## config.mk

```make
export PLATFORM = sky130hd
export DESIGN_NAME = op_unit_arbiter
export DESIGN_NICKNAME = d
export VERILOG_FILES = /design/src/rtl/op_unit_arbiter_pkg.sv /design/src/rtl/op_unit_arbiter_rr_pick2.sv /design/src/rtl/op_unit_arbiter.sv
export SDC_FILE = /design/constraint.sdc
export NUM_CORES = 1
export LEC_CHECK = 0
export BUFFER_PORTS_ARGS = -buffer_cell sky130_fd_sc_hd__buf_2
export CAP_MARGIN = 0
export CORE_MARGIN = 4
export CORE_UTILIZATION = 47
export DETAILED_ROUTE_END_ITERATION = 10
export PLACE_DENSITY = 0.79
export SYNTH_ARGS = -nofsm -noshare
export SYNTH_HDL_FRONTEND = slang
export SYNTH_SLANG_ARGS = --single-unit
```

## constraint.sdc

```tcl
create_clock -name clk -period 1.89 [get_ports clk]
set_input_delay 0.189 -clock clk [delete_from_list [all_inputs] [get_ports clk]]
set_output_delay 0.189 -clock clk [all_outputs]
set_load 0.01 [all_outputs]
```

## src/rtl/op_unit_arbiter_pkg.sv

```systemverilog
// Shared definitions for the op-unit arbiter: FSM state encoding and default sizing.
package opu_arb_pkg;

    localparam int unsigned DEF_WIDTH  = 4;
    localparam int unsigned DEF_OP_LAT = 1;

    typedef enum logic [1:0] {
        IDLE  = 2'd0,
        ISSUE = 2'd1,
        WAIT  = 2'd2,
        DONE  = 2'd3
    } state_t;

endpackage

```

## src/rtl/op_unit_arbiter_rr_pick2.sv

```systemverilog
// Two-way round-robin selector: a lone request wins outright, a tie goes to the
// requester that was not served last.
module rr_pick2 (
    input  logic req0,
    input  logic req1,
    input  logic last_served,
    output logic win_valid,
    output logic win_idx
);

    always_comb begin
        win_valid = req0 | req1;
        win_idx   = (req0 && req1) ? ~last_served : req1;
    end

endmodule

```

## src/rtl/op_unit_arbiter.sv

```systemverilog
// Shares one two-operand op unit between two requesters: round-robin grant,
// operand latch, fixed-latency wait, result capture with a done pulse.
module op_unit_arbiter
    import opu_arb_pkg::*;
#(
    parameter int unsigned WIDTH  = DEF_WIDTH,
    parameter int unsigned OP_LAT = DEF_OP_LAT
) (
    input  logic             clk,
    input  logic             rst,
    input  logic             req0,
    input  logic [WIDTH-1:0] a0,
    input  logic [WIDTH-1:0] b0,
    input  logic             mode0,
    input  logic             req1,
    input  logic [WIDTH-1:0] a1,
    input  logic [WIDTH-1:0] b1,
    input  logic             mode1,
    output logic             gnt0,
    output logic             gnt1,
    output logic             done0,
    output logic             done1,
    output logic [WIDTH-1:0] result,
    output logic             busy,
    output logic [WIDTH-1:0] dp_in1,
    output logic [WIDTH-1:0] dp_in2,
    output logic             dp_in0,
    input  logic [WIDTH-1:0] dp_out
);

    state_t     state, state_nxt;
    logic       owner;
    logic       last_served;
    logic [3:0] cnt;
    logic       win_valid, win_idx;
    logic       grant, capture;
    logic       gnt0_d, gnt1_d, done0_d, done1_d, busy_d;

    rr_pick2 u_pick (
        .req0        (req0),
        .req1        (req1),
        .last_served (last_served),
        .win_valid   (win_valid),
        .win_idx     (win_idx)
    );

    always_ff @(posedge clk or posedge rst) begin
        if (rst) state <= IDLE;
        else     state <= state_nxt;
    end

    always_comb begin
        state_nxt = state;
        case (state)
            IDLE:    if (win_valid) state_nxt = ISSUE;
            ISSUE:   state_nxt = WAIT;
            WAIT:    if (cnt == '0) state_nxt = DONE;
            DONE:    state_nxt = IDLE;
            default: state_nxt = IDLE;
        endcase
    end

    // Outputs are decoded one cycle early and registered below, so every
    // port comes straight from a flop.
    always_comb begin
        grant   = (state == IDLE) && win_valid;
        capture = (state == WAIT) && (cnt == '0);
        gnt0_d  = grant && !win_idx;
        gnt1_d  = grant && win_idx;
        done0_d = capture && !owner;
        done1_d = capture && owner;
        busy_d  = (state_nxt != IDLE);
    end

    always_ff @(posedge clk or posedge rst) begin
        if (rst) begin
            gnt0        <= 1'b0;
            gnt1        <= 1'b0;
            done0       <= 1'b0;
            done1       <= 1'b0;
            busy        <= 1'b0;
            result      <= '0;
            dp_in1      <= '0;
            dp_in2      <= '0;
            dp_in0      <= 1'b0;
            owner       <= 1'b0;
            last_served <= 1'b1;
            cnt         <= '0;
        end else begin
            gnt0  <= gnt0_d;
            gnt1  <= gnt1_d;
            done0 <= done0_d;
            done1 <= done1_d;
            busy  <= busy_d;
            if (grant) begin
                owner  <= win_idx;
                dp_in1 <= win_idx ? a1 : a0;
                dp_in2 <= win_idx ? b1 : b0;
                dp_in0 <= win_idx ? mode1 : mode0;
            end
            if (state == ISSUE) cnt <= 4'(OP_LAT - 1);
            if (state == WAIT && cnt != '0) cnt <= cnt - 4'd1;
            if (capture) begin
                result      <= dp_out;
                last_served <= owner;
                dp_in0      <= 1'b0;
            end
        end
    end

endmodule
```

==> summary.md <==
| Metric | Value |
|---|---|
| Ratio of final minimum period to clock period | `91.8%` |
| Clock Latency Late Sink | `0.32 ns` |
| Die footprint | `3330 sq um` |
| Met3 Track Usage GR | `2.00%` |
| CTS Hold Bufs | `1` |
| Most used routing layer | `met2` |
| Worst hold-check path type | `in -> reg` |
| Largest net degree at the start of global routing | `15` |
| Crit-path max FO | `8` |
| Vias in the first global route | `912` |
| Routed length per instance | `15.0 microns` |
| Mapped Area | `1160 sq um` |
| Period minus WS final | `1.73 ns` |
| Max Slew Vio Count | `0` |
| Die height | `57.7 microns` |
| GR Util All Layers | `15.8%` |
| Startpoint of the worst hold path | `b0[3]` |
| Leakage power | `0.775 nW` |
| Met1 Usage GRT | `18.2%` |
| Grt met2 use | `26.6%` |
| Inst Count DP | `163` |
| Core Rows | `17` |
| Setup_tns | `0 ns` |
| Root buf cell | `clkbuf_4` |
| CTS tree | `yes` |
| Critical Path Source Type | `flop` |
| Grt total ovfl | `0` |
| RSZ-0062 raised after global routing | `no` |
| Req. time, crit path | `2.10 ns` |
| Final #Nets | `172` |
| R2R Path Start | `state[0]` |
| Initial DRC count | `14` |
| Worst setup startpoint | `state[0]` |
| Final wirelength | `2530 microns` |
| Arrival @ worst endpoint | `1.95 ns` |
| Core area | `2280 sq um` |
| Global placer's final weighted congestion | `0.789` |
| Worst ir drop on vdd | `0.773 mV` |
| Final hold violations | `0` |
| # IOs | `44` |
| PwrDens | `1420 nW/um^2` |
| Worst Hold Depth | `2` |
| R2R depth | `4` |
| # Post-CTS Setup Buffers | `0` |
| #FFs+latches synth | `26` |
| Worst-Margin Slew | `0.957 ns` |
| Status | `completed` |
| Kind of critical path | `reg -> reg` |
| Fmax | `576 MHz` |
| Skew final | `0.0107 ns` |
| Antenna violations before repair | `0` |
| Global-route wire length before repair | `4010 microns` |
| Share of cells above drive strength 1 | `39.3%` |
| Post-synthesis sequential area ratio | `56.2%` |
| Chip width | `57.7 microns` |
| Yosys warns | `0` |
| Hpwl dp | `2010 microns` |
| Maximum clock path buffer count | `2` |
| Area growth, synth to finish | `24.2%` |
| Syn Inst Count | `95` |
| Synthesized Nets | `126` |
| Ant diodes | `0` |
| Element type at the critical path end | `flop` |
| Port bufs | `43` |
| Rel. slew slack | `35.6%` |
| CTS Buf Count | `3` |
| Via density | `5.41` |
| Finished Layout Cells | `168` |
| Clock sinks | `26` |
| Residual DRC | `0` |
| Via count | `909` |
| Setup Viol. Count Final | `0` |
| Post-cts gate resize count | `0` |
| Max Cap Viol | `0` |
| Syn_area_per_cell | `12.2 sq um` |
| Worst-path clk slew | `0.14 ns` |
| Pre-antenna DRT Iters | `4` |
| Yosys cell types | `30` |
| CTS H-Tree Depth | `1` |
| Starting density of the core | `51.0%` |
| ANT nets after route | `0` |
[per-layer routing]
metal / wire (microns) / vias to the layer above
li1: - / 432
met1: 1070 / 438
met5: 0 / -
met3: 95 / 8
met4: 104 / 0
met2: 1250 / 31
[layout make-up]
type                            instances  area (sq um)
Fill cell                             181           836
Sequential cell                        26           652
Multi-Input combinational cell         58           464
Timing Repair Buffer                   46           240
Tap cell                               28          35.0
Clock buffer                            4          26.3
Inverter                                6          22.5
[cell usage in the layout, fill, tap and decap left out, drive strengths merged, types with 2 or more instances in the layout]
master,synthesis,routed
o21ai,4,4
and2,2,2
nor2b,2,2
and3,8,8
ha,5,5
inv,6,6
a221o,8,8
nand2,3,3
clkbuf,3,4
buf,2,45
nand2b,4,4
dfrtp,25,25
a21oi,2,2
mux2i,3,3
mux2,4,4
[cell usage after synthesis (all sizes together)]
cell,number,share of area (%)
a221o,8,6.9
a31oi,1,0.54
nand2b,4,2.2
dfstp,1,2.3
clkbuf,3,0.97
o21bai,1,0.65
inv,6,1.9
nor2,1,0.32
ha,5,5.4
dfrtp,25,54
a21o,1,0.65
a21boi,1,0.65
and3,8,4.3
a21oi,2,1.2
nand2,3,0.97
or4b,1,0.86
and4bb,1,1.1
a211oi,1,0.65
or3,1,0.54
o21ai,4,1.7
nor2b,2,1.1
mux2,4,3.9
nor4b,1,0.76
a311o,1,0.86
buf,2,0.86
and2,2,1.1
mux2i,3,2.6
nor3b,1,0.65
or2,1,0.54
[flip-flops by register name (all words and copies together), names as in the netlist]
signal,cells
busy,1
cnt,4
done0,1
done1,1
dp_in0,1
dp_in1,4
dp_in2,4
gnt0,1
gnt1,1
last_served,1
owner,1
result,4
state,2
[logic make-up after synthesis]
| kind of cell | Yosys count | synth area share [%] |
|---|---|---|
| AO/OA/AOI/OAI | 20 | 13.8 |
| AND/OR/NAND/NOR | 26 | 14.3 |
| multiplexers | 7 | 6.47 |
| flip-flops | 26 | 56.2 |
| buffers and inverters | 11 | 3.78 |
| adder cells (fa/ha/maj) | 5 | 5.39 |
[worst max-delay path: stages (launching register included)]
cell      delay (ns)
dfrtp_1         0.42
inv_1           0.13
ha_1            0.32
and4bb_2        0.41
mux2_2          0.36
[stage by stage]
stage | cell area, sq um | utilization, % | hold slack, ns | total power, mW | worst slack [ns]
global placement | 1400 | 61.7 | 0.248 | 1.77 | 0.252
detailed placement | 1400 | 61.7 | 0.249 | 1.82 | 0.176
floorplan | 1160 | - | 0.228 | 1.49 | 0.319
global route | 1440 | 63.3 | 0.0754 | 2.18 | 0.108
finish | 1440 | 63.3 | 0.0827 | 2.04 | 0.155
CTS | 1440 | 63.3 | 0.0772 | 2.05 | 0.159
[worst paths after layout]
kind                             end  slack, ns
min in group asynchronous  dp_in2[2]       0.42
setup / recovery           result[3]       0.16
hold reg to reg                done0       0.47
max in group asynchronous     cnt[0]       0.90
setup reg to reg           result[3]       0.16
hold / removal             dp_in2[3]       0.08
[power by group]
group | switching, mW | total (mW) | internal, mW
Combinational | 0.469 | 0.911 | 0.443
Clock | 0.158 | 0.240 | 0.0825
Sequential | 0.107 | 0.889 | 0.782
No activity file was read; power rests on OpenSTA's default activity.
